===== config.mk =====
export PLATFORM = sky130hd
export DESIGN_NAME = bcd_display_driver_flat
export DESIGN_NICKNAME = d
export VERILOG_FILES = /design/src/rtl/disp_pkg.sv /design/src/rtl/bcd_display_driver_if.sv /design/src/rtl/seg7_digit.sv /design/src/rtl/bcd_display_driver.sv /design/src/flat_wrapper.sv
export SDC_FILE = /design/constraint.sdc
export NUM_CORES = 1
export LEC_CHECK = 0
export BUFFER_PORTS_ARGS = -buffer_cell sky130_fd_sc_hd__buf_2
export CORE_ASPECT_RATIO = 1.4
export CORE_MARGIN = 5
export CORE_UTILIZATION = 33
export CTS_CLUSTER_DIAMETER = 200
export DETAILED_ROUTE_END_ITERATION = 12
export MAX_ROUTING_LAYER = met4
export PLACE_DENSITY_LB_ADDON = 0.08
export SETUP_SLACK_MARGIN = 0.02
export SLEW_MARGIN = 0
export SYNTH_ARGS = -nofsm -noshare
export SYNTH_HDL_FRONTEND = slang
export SYNTH_HIERARCHICAL = 1
export SYNTH_SLANG_ARGS = --single-unit

===== constraint.sdc =====
create_clock -name i_clk -period 3.3 [get_ports i_clk]
set_input_delay 0.495 -clock i_clk [delete_from_list [all_inputs] [get_ports i_clk]]
set_output_delay 0.495 -clock i_clk [all_outputs]
set_load 0.1 [all_outputs]

===== src/rtl/disp_pkg.sv =====
// Shared constants for the BCD display driver: segment codes, FSM encoding,
// and the largest value that fits in a given number of decimal digits.
package disp_pkg;

    // Active-low segments, bit6 = a ... bit0 = g
    localparam logic [6:0] SEG_0     = 7'b0000001;
    localparam logic [6:0] SEG_1     = 7'b1001111;
    localparam logic [6:0] SEG_2     = 7'b0010010;
    localparam logic [6:0] SEG_3     = 7'b0000110;
    localparam logic [6:0] SEG_4     = 7'b1001100;
    localparam logic [6:0] SEG_5     = 7'b0100100;
    localparam logic [6:0] SEG_6     = 7'b0100000;
    localparam logic [6:0] SEG_7     = 7'b0001111;
    localparam logic [6:0] SEG_8     = 7'b0000000;
    localparam logic [6:0] SEG_9     = 7'b0000100;
    localparam logic [6:0] SEG_BLANK = 7'b1111111;
    localparam logic [6:0] SEG_DASH  = 7'b1111110;

    typedef enum logic [1:0] {
        IDLE  = 2'd0,
        CONV  = 2'd1,
        LATCH = 2'd2
    } state_t;

    function automatic logic [63:0] max_value(input int digits);
        logic [63:0] p;
        p = 64'd1;
        for (int i = 0; i < digits; i++) p = p * 64'd10;
        return p - 64'd1;
    endfunction

endpackage


===== src/rtl/bcd_display_driver_if.sv =====
// Load handshake and latched display outputs of the BCD display driver.
// Signal prefixes are from the driver's point of view.
interface bcd_display_driver_if #(
    parameter int DIGITS = 4,
    parameter int WIDTH  = 14
);
    logic [WIDTH-1:0]    i_num;
    logic                i_load;
    logic                o_busy;
    logic                o_done;
    logic                o_ovf;
    logic [4*DIGITS-1:0] o_bcd;
    logic [7*DIGITS-1:0] o_hex;

    modport master (
        output i_num, i_load,
        input  o_busy, o_done, o_ovf, o_bcd, o_hex
    );

    modport slave (
        input  i_num, i_load,
        output o_busy, o_done, o_ovf, o_bcd, o_hex
    );
endinterface


===== src/rtl/seg7_digit.sv =====
// One BCD digit to active-low seven-segment decoder; dash overrides blank,
// and non-decimal codes show blank.
module seg7_digit
    import disp_pkg::*;
(
    input  logic [3:0] i_bcd,
    input  logic       i_blank,
    input  logic       i_dash,
    output logic [6:0] o_seg
);

    always_comb begin
        o_seg = SEG_BLANK;
        if (i_dash) begin
            o_seg = SEG_DASH;
        end else if (!i_blank) begin
            case (i_bcd)
                4'd0:    o_seg = SEG_0;
                4'd1:    o_seg = SEG_1;
                4'd2:    o_seg = SEG_2;
                4'd3:    o_seg = SEG_3;
                4'd4:    o_seg = SEG_4;
                4'd5:    o_seg = SEG_5;
                4'd6:    o_seg = SEG_6;
                4'd7:    o_seg = SEG_7;
                4'd8:    o_seg = SEG_8;
                4'd9:    o_seg = SEG_9;
                default: o_seg = SEG_BLANK;
            endcase
        end
    end

endmodule


===== src/rtl/bcd_display_driver.sv =====
// Serial double-dabble binary-to-BCD converter driving DIGITS seven-segment
// digits, with optional leading-zero blanking and overflow dashes.
module bcd_display_driver
    import disp_pkg::*;
#(
    parameter int DIGITS   = 4,
    parameter int WIDTH    = 14,
    parameter int BLANK_LZ = 1
) (
    input  logic              i_clk,
    input  logic              i_rst,
    bcd_display_driver_if.slave bus
);

    localparam int SRW  = WIDTH + 4 * DIGITS;
    localparam int CNTW = $clog2(WIDTH + 1);
    localparam int CW   = (WIDTH > 4 * DIGITS) ? WIDTH : 4 * DIGITS;
    localparam logic [CW-1:0] MAX_VAL = CW'(max_value(DIGITS));

    state_t              r_state;
    state_t              w_state_nxt;
    logic [SRW-1:0]      r_sr;
    logic [SRW-1:0]      w_sr_adj;
    logic [CNTW-1:0]     r_cnt;
    logic                r_ovf_pend;
    logic                r_busy;
    logic                r_done;
    logic                r_ovf;
    logic [4*DIGITS-1:0] r_bcd;
    logic [7*DIGITS-1:0] r_hex;

    logic [4*DIGITS-1:0] w_scratch;
    logic [DIGITS-1:0]   w_blank;
    logic [7*DIGITS-1:0] w_seg;
    logic                w_accept;
    logic                w_latch;
    logic                w_ovf_num;

    assign w_scratch = r_sr[SRW-1 -: 4*DIGITS];
    assign w_ovf_num = CW'(bus.i_num) > MAX_VAL;

    always_ff @(posedge i_clk) begin
        if (i_rst) r_state <= IDLE;
        else       r_state <= w_state_nxt;
    end

    always_comb begin
        w_state_nxt = r_state;
        w_accept    = 1'b0;
        w_latch     = 1'b0;
        case (r_state)
            IDLE: begin
                if (bus.i_load) begin
                    w_accept    = 1'b1;
                    w_state_nxt = CONV;
                end
            end
            CONV: begin
                if (r_cnt == CNTW'(1)) w_state_nxt = LATCH;
            end
            LATCH: begin
                w_latch     = 1'b1;
                w_state_nxt = IDLE;
            end
            default: w_state_nxt = IDLE;
        endcase
    end

    // Add-3 correction on every scratch digit before the shift
    always_comb begin
        w_sr_adj = r_sr;
        for (int i = 0; i < DIGITS; i++) begin
            if (r_sr[WIDTH+4*i +: 4] >= 4'd5)
                w_sr_adj[WIDTH+4*i +: 4] = r_sr[WIDTH+4*i +: 4] + 4'd3;
        end
    end

    // A digit blanks when it and everything above it is zero; digit 0 never does
    always_comb begin
        logic zero_above;
        zero_above = 1'b1;
        w_blank    = '0;
        for (int i = DIGITS - 1; i >= 0; i--) begin
            zero_above = zero_above & (w_scratch[4*i +: 4] == 4'd0);
            w_blank[i] = (BLANK_LZ != 0) && (i != 0) && zero_above;
        end
    end

    for (genvar g = 0; g < DIGITS; g++) begin : g_dig
        seg7_digit u_seg (
            .i_bcd   (w_scratch[4*g +: 4]),
            .i_blank (w_blank[g]),
            .i_dash  (r_ovf_pend),
            .o_seg   (w_seg[7*g +: 7])
        );
    end

    always_ff @(posedge i_clk) begin
        if (i_rst) begin
            r_sr       <= '0;
            r_cnt      <= '0;
            r_ovf_pend <= 1'b0;
            r_busy     <= 1'b0;
            r_done     <= 1'b0;
            r_ovf      <= 1'b0;
            r_bcd      <= '0;
            r_hex      <= '1;
        end else begin
            r_done <= 1'b0;
            if (w_accept) begin
                r_sr       <= SRW'(bus.i_num);
                r_cnt      <= CNTW'(WIDTH);
                r_ovf_pend <= w_ovf_num;
                r_busy     <= 1'b1;
            end else if (r_state == CONV) begin
                r_sr  <= w_sr_adj << 1;
                r_cnt <= r_cnt - CNTW'(1);
            end
            if (w_latch) begin
                r_hex  <= w_seg;
                r_bcd  <= r_ovf_pend ? '1 : w_scratch;
                r_ovf  <= r_ovf_pend;
                r_done <= 1'b1;
                r_busy <= 1'b0;
            end
        end
    end

    assign bus.o_busy = r_busy;
    assign bus.o_done = r_done;
    assign bus.o_ovf  = r_ovf;
    assign bus.o_bcd  = r_bcd;
    assign bus.o_hex  = r_hex;

endmodule


===== src/flat_wrapper.sv =====
// flat-port wrapper written by rule: the top's interface ports become plain ports
module bcd_display_driver_flat import disp_pkg::*;
#(
    parameter int DIGITS   = 4,
    parameter int WIDTH    = 14,
    parameter int BLANK_LZ = 1
)
  (i_clk, i_rst, bus_i_num, bus_i_load, bus_o_busy, bus_o_done, bus_o_ovf, bus_o_bcd, bus_o_hex);
  bcd_display_driver_if #(.DIGITS(DIGITS), .WIDTH(WIDTH)) bus_i ();
  input  logic i_clk;
  input  logic i_rst;
  input wire logic [$bits(bus_i.i_num)-1:0] bus_i_num;
  input wire logic [$bits(bus_i.i_load)-1:0] bus_i_load;
  output wire logic [$bits(bus_i.o_busy)-1:0] bus_o_busy;
  output wire logic [$bits(bus_i.o_done)-1:0] bus_o_done;
  output wire logic [$bits(bus_i.o_ovf)-1:0] bus_o_ovf;
  output wire logic [$bits(bus_i.o_bcd)-1:0] bus_o_bcd;
  output wire logic [$bits(bus_i.o_hex)-1:0] bus_o_hex;
  assign bus_i.i_num = bus_i_num;
  assign bus_i.i_load = bus_i_load;
  assign bus_o_busy = bus_i.o_busy;
  assign bus_o_done = bus_i.o_done;
  assign bus_o_ovf = bus_i.o_ovf;
  assign bus_o_bcd = bus_i.o_bcd;
  assign bus_o_hex = bus_i.o_hex;
  bcd_display_driver #(.DIGITS(DIGITS), .WIDTH(WIDTH), .BLANK_LZ(BLANK_LZ)) u_core (.i_clk(i_clk), .i_rst(i_rst), .bus(bus_i));
endmodule

Yosys cells after proc, flatten, opt, wreduce, memory -nomap -nowiden:

Memories as Yosys holds them, arrays and structs flattened. A register that Yosys moved wholly into a read port is not among the register bits.
Index checks and enable logic that the tools add are counted.

* input port bits: 17
* word-level logic and storage cells: 71
* bits in registers: 84
* memories kept: 4
* memory bits (read-only): 448

Memories
* (no name shown): depth 16, width 7, rd ports 1, clocked after memory_dff 1, write ports 0, RTL line seg7_digit.sv:17 `case (i_bcd)`
* (no name shown): depth 16, width 7, rd ports 1, clocked after memory_dff 1, write ports 0, RTL line seg7_digit.sv:17
* (no name shown): depth 16, width 7, rd ports 1, clocked after memory_dff 1, write ports 0, RTL line seg7_digit.sv:17
* (no name shown): depth 16, width 7, rd ports 1, clocked after memory_dff 1, write ports 0, RTL line seg7_digit.sv:17

* order comparisons: 5
* bitwise logic cells: 2
* $add $sub $neg: 5
* equal/unequal tests: 5
* reduce and logical (&&, ||, !) cells: 8
* multiplexer cells: 31

Operators by type and width (number)
* $mux W4: 13
* $mux W7: 7
* $mux W14: 2
* $ge A4 B3 Y1 const B: 4
* $mux W16: 1
* $gt A14 B14 Y1 const B: 1
* $add A4 B2 Y4 const B: 3
* $logic_not A4 Y1: 3
* $eq A4 B1 Y1 const B: 1
* $mux W1: 4
* $mux W2: 2
* $pmux W2 S2: 1
* $reduce_or A2 Y1: 2
* $sub A4 B1 Y4 const B: 1
* $add A3 B2 Y3 const B: 1
* $mux W3: 1
* $and A1 B1 Y1: 2
* $eq A2 B1 Y1 const B: 1
* $eq A2 B2 Y1 const B: 1
* $logic_not A2 Y1: 1
* $ne A2 B1 Y1 const B: 1
* $ne A2 B2 Y1 const B: 1
* $reduce_and A2 Y1: 1
* $reduce_bool A2 Y1: 1

Logic depth before layout (Yosys ltp):

* depth in word-level cells: 5
* gate-level depth with buffers: 8
* mapped depth without buffers: 8

Modules after synthesis:

Netlist, hierarchy kept.

By module, submodules not included
* bcd_display_driver: area each 3450.8 um2, cells each 375, sequential area each 1681.6 um2, times used 1
* seg7_digit: area each 231.5 um2, cells each 30, sequential area each 0.0 um2, times used 4

Worst setup path after synthesis:

No wires, ideal clock.

* path type: flip-flop to flip-flop
* start: register u_core.r_sr[26]
* end: register u_core.r_hex[7], in the netlist u_core/bus.o_hex[7]
* library setup time: 60 ps
* path slack: 964 ps
* required time: 3240 ps
* arrival: 2275 ps
* stages on the path, launching flop included: 9
* path through: dfxtp_1 -> inv_1 -> ha_1 -> nor3b_1 -> and3_1 -> and3_1 -> nor3_1 -> nor3_1 -> o22a_1

* cells in the longest elaborated chain, start to end: 5

Ends and longest elaborated chain
* start, declared: RTL line bcd_display_driver.sv:22 `logic [SRW-1:0] r_sr;`
* start signal, assigned: RTL line bcd_display_driver.sv:111 `r_sr <= SRW'(bus.i_num);`
* start signal, assigned: RTL line bcd_display_driver.sv:116 `r_sr <= w_sr_adj << 1;`
* $logic_not A4 Y1: RTL line bcd_display_driver.sv:84 `zero_above = zero_above & (w_scratch[4*i +: 4] == 4'd0);`
* via u_core.w_blank[3]: RTL line bcd_display_driver.sv:33 `logic [DIGITS-1:0] w_blank;`
* $and A1 B1 Y1: RTL line bcd_display_driver.sv:84
* via u_core.w_blank[2]: RTL line bcd_display_driver.sv:33
* $and A1 B1 Y1: RTL line bcd_display_driver.sv:84
* via u_core.w_blank[1]: RTL line bcd_display_driver.sv:33
* $mux W7: RTL line seg7_digit.sv:16 `end else if (!i_blank) begin`
* $mux W7: RTL line seg7_digit.sv:14 `if (i_dash) begin`
* via u_core.w_seg[7]: RTL line bcd_display_driver.sv:34 `logic [7*DIGITS-1:0] w_seg;`
* end signal, assigned: RTL line bcd_display_driver.sv:120 `r_hex <= w_seg;`
* end, declared: RTL line bcd_display_driver.sv:30 `logic [7*DIGITS-1:0] r_hex;`

The timed path passes the listed nets, and every way through them passes these cells.
A chain may end at the register's enable or synchronous reset.

Final worst setup path:

Same ends and word-level chain as after synthesis.

==> metrics.md <==
| Metric | Value |
|---|---|
| Maxcap violations | `0` |
| DR iter-0 viols | `slightly below 100` |
| DR pass1 iterations | `4` |
| Clock buffer count from CTS | `9` |
| CTS clk-pin slew, worst paths | `roughly 0.060 ns` |
| Yosys warning count | `6` |
| Layout area overhead | `14.4%` |
| NumNets Final | `586` |
| Clock power share | `41.3%` |
| Clk root buf | `clkbuf_16` |
| Drt drc | `0` |
| Pin count of the biggest net entering global routing | `29` |
| DP HPWL | `approximately 7.8 mm` |
| Synth cell types | `between 40 and 50` |
| Leak | `about 1.8 nW` |
| Die Wd | `around 110 microns` |
| First-pass GRT wire length | `between 15 and 20 mm` |
| Fmax | `around 370 MHz` |
| Cell taking the most area after synthesis | `dfxtp_1` |
| Final ANT Viol Nets | `0` |
| RePlAce Congestion | `0.773` |
| Slew Limit Fails | `0` |
| Status | `completed` |
| Hold endpoint | `u_core/r_sr[0]` |
| Vias per cell | `approximately 5.1` |
| Most common cell after layout, fill and taps aside | `dfxtp_1` |
| Cell count after synthesis | `between 400 and 500` |
| Initial Util | `33.8%` |
| Commonest non-fill, non-tap cells in the layout | `84 x dfxtp_1, 63 x buf_2, 44 x nor2_1` |
| Fin crit share | `around four fifths` |
| DR WL/cell | `between 15 and 20 microns` |
| Tot Pwr | `2.32 mW` |
| Vias in the first global route | `3,712` |
| R2R depth | `8` |
| Seq/Total Area, Yosys | `roughly two fifths` |
| Htree depth | `3` |
| Fillers | `between 1,000 and 1,500` |
| Resized cells post-CTS | `0` |
| Setup TNS Final | `0 ns` |
| Sw power | `a little under 0.6 mW` |
| Worst R2R Start | `u_core/r_sr[26]` |
| Worst flop-to-flop path endpoint | `u_core/bus.o_hex[7]` |
| Worst-Skew Late Latency | `0.34 ns` |
| Start point of the worst hold path | `bus_i_num[0]` |
| Final WL | `around 11 mm` |
| Peak VDD IR | `roughly 200 uV` |
| Syn_area_per_cell | `8.84 sq um` |
| Die Height | `between 100 and 150 microns` |
| Vias | `3,692` |
| Hold WC Path Type | `in -> reg` |
| Slew @ Worst Pin | `roughly 0.82 ns` |
| Critical path class | `reg -> reg` |
| Clk buf depth | `2` |
| Top cells by area, synth | `dfxtp_1 38%, ha_1 9.1%, o22a_1 5.6%, o21ai_0 4.1%, nor2_1 3.8%` |
| Share of layout cells above drive strength 1 | `a little under a fifth` |
| Worst Hold Path Cells | `3` |
| Tot GR Track Use | `between 10% and 20%` |
| Congestion Overflow GR | `0` |
| Synth top area share | `between 30% and 40%` |
| Crit end category | `flop` |
| I/O pin cnt | `64` |
| Sequential cell area | `0.00168 sq mm` |
| CTS Sinks | `84` |
| Seq cells post-synth | `84` |
| Hold Buf Count CTS | `0` |
| Cell area power density | `463 mW/mm^2` |
| Port buffer count | `63` |
| TritonCTS clock tree | `done` |
| Max-slew headroom | `a little under half` |
| RSZ-0062 raised after global routing | `false` |
| Combinational share of power | `about an eighth` |
| Multi-input logic area | `around 0.0023 sq mm` |
| Internal | `approximately 1.7 mW` |
| Tmin final | `roughly 2.7 ns` |
| Startpoint class of the critical path | `flop` |
| Syn Std Cell Area | `about 0.0044 sq mm` |
| Initial antenna violation count | `0` |
| Final Hold Fails | `0` |
| Setup Fix Bufs, Post-CTS | `0` |
| Required time at the worst-slack endpoint | `3.58 ns` |
| R2R Setup Slk | `0.62 ns` |
| Skew final | `around 0.0053 ns` |
| Num rows | `49` |
| Overall die area | `between 0.015 and 0.02 sq mm` |
| ANT cells | `0` |
| Total core area | `between 0.01 and 0.015 sq mm` |
| Arrival @ worst endpoint | `2.96 ns` |
| Reg power frac | `a little under half` |
| Final Setup Violations | `0` |
| Crit-path max FO | `7` |
| Switch share | `approximately 26%` |
## power groups by stage
stage                     Clock [mW]  Sequential, mW  Combinational [mW]
after floorplan                    0            1.10               0.212
final                          0.956            1.08               0.279
after global placement             0            1.10               0.280
after detailed placement           0            1.10               0.282
after CTS                       1.00            1.08               0.284
after global routing            1.04            1.09               0.315
## worst max-delay path, cell delays in order (launching register included)
cell and delay (ns):
dfxtp_1 0.39, inv_1 0.18, ha_1 0.23, nor3b_1 0.66, and3_1 0.43, and3_1 0.33
nor3_1 0.08, nor3_1 0.20, o22a_1 0.14
## routing by layer
| layer | track usage (%) | share of wire (%) | vias to the layer above |
|---|---|---|---|
| li1 | - | - | 1853 |
| met4 | 5.43 | 2.5 | 0 |
| met3 | 3.09 | 3.1 | 22 |
| met1 | 15.4 | 41 | 1738 |
| met2 | 27.1 | 54 | 79 |
| met5 | - | 0 | - |
## registers in the layout, summed over array words and instances (netlist names)
register	count
u_core/bus.o_bcd	16
u_core/bus.o_busy	1
u_core/r_ovf_pend	1
u_core/bus.o_done	1
u_core/r_sr	30
u_core/bus.o_ovf	1
u_core/bus.o_hex	28
u_core/r_cnt	4
u_core/r_state	2
## worst max-delay path by stage
stage	from	to	slack [ns]	cells after the start
floorplan	u_core/r_sr[26]	u_core/bus.o_hex[7]	0.96	8
global placement	u_core/r_sr[26]	u_core/bus.o_hex[7]	0.71	8
detailed placement	u_core/r_sr[26]	u_core/bus.o_hex[7]	0.62	8
CTS	u_core/r_sr[26]	u_core/bus.o_hex[7]	0.62	8
global route	u_core/r_sr[26]	u_core/bus.o_hex[7]	0.39	8
finish	u_core/r_sr[26]	u_core/bus.o_hex[7]	0.62	8
## cell usage after synthesis
master / count
or2_1: 1
buf_4: 6
a22oi_1: 1
inv_1: 31
a211oi_2: 4
a211oi_1: 14
or3_1: 1
xnor2_1: 4
o21ai_0: 36
a21oi_1: 21
a2111oi_0: 3
a41oi_1: 4
mux2_2: 2
nand3_1: 7
o21ai_1: 21
nand2b_1: 6
o21a_1: 4
conb_1: 1
nor4_1: 1
nor4b_1: 4
buf_2: 9
nor3b_1: 4
mux2i_1: 6
nor2_1: 44
nand2b_4: 5
a221oi_1: 10
a21oi_2: 1
nor2b_1: 1
a2111oi_2: 1
a31oi_1: 4
o22ai_1: 13
buf_6: 9
clkbuf_1: 16
nand2_1: 35
nand4b_1: 1
ha_1: 32
o22a_1: 28
dfxtp_1: 84
inv_4: 1
a22o_1: 2
nor3_4: 4
and3_1: 3
a311oi_1: 1
nor3_1: 9
## cells by family (layout without fill, tap and decap cells)
| logic type | count (synthesis) | count (layout) | share of synthesized area (%) |
|---|---|---|---|
| AOI/OAI and AO/OA | 168 | 168 | 25.9 |
| and+or+nand+nor | 126 | 126 | 15.2 |
| DFF | 84 | 84 | 38.4 |
| buffers and inverters | 72 | 116 | 8.55 |
| adders and majority gates | 32 | 32 | 9.15 |
| muxes | 8 | 8 | 1.89 |
| xor gates and xnor gates | 4 | 4 | 0.800 |
| other | 1 | 4 | 0.0857 |
## layout make-up
| type | count | share of cell area, % |
|---|---|---|
| Timing Repair Buffer | 68 | 7.30 |
| Multi-Input combinational cell | 342 | 46.6 |
| Inverter | 32 | 2.45 |
| Clock buffer | 15 | 5.55 |
| Tap cell | 178 | 4.45 |
| Sequential cell | 84 | 33.6 |
| Clock inverter | 1 | 0.100 |
## metrics by stage
stage	hold slack, ns	instance area (sq um)	utilization [%]	cells	setup WS [ns]
floorplan	0.432	4390	-	498	0.964
global placement	0.437	4720	36.5	704	0.714
detailed placement	0.440	4720	36.5	704	0.619
CTS	0.404	5010	38.7	720	0.622
global route	0.459	5010	38.7	720	0.390
finish	0.416	5010	38.7	720	0.619
Power figures use the tool's default switching activity.
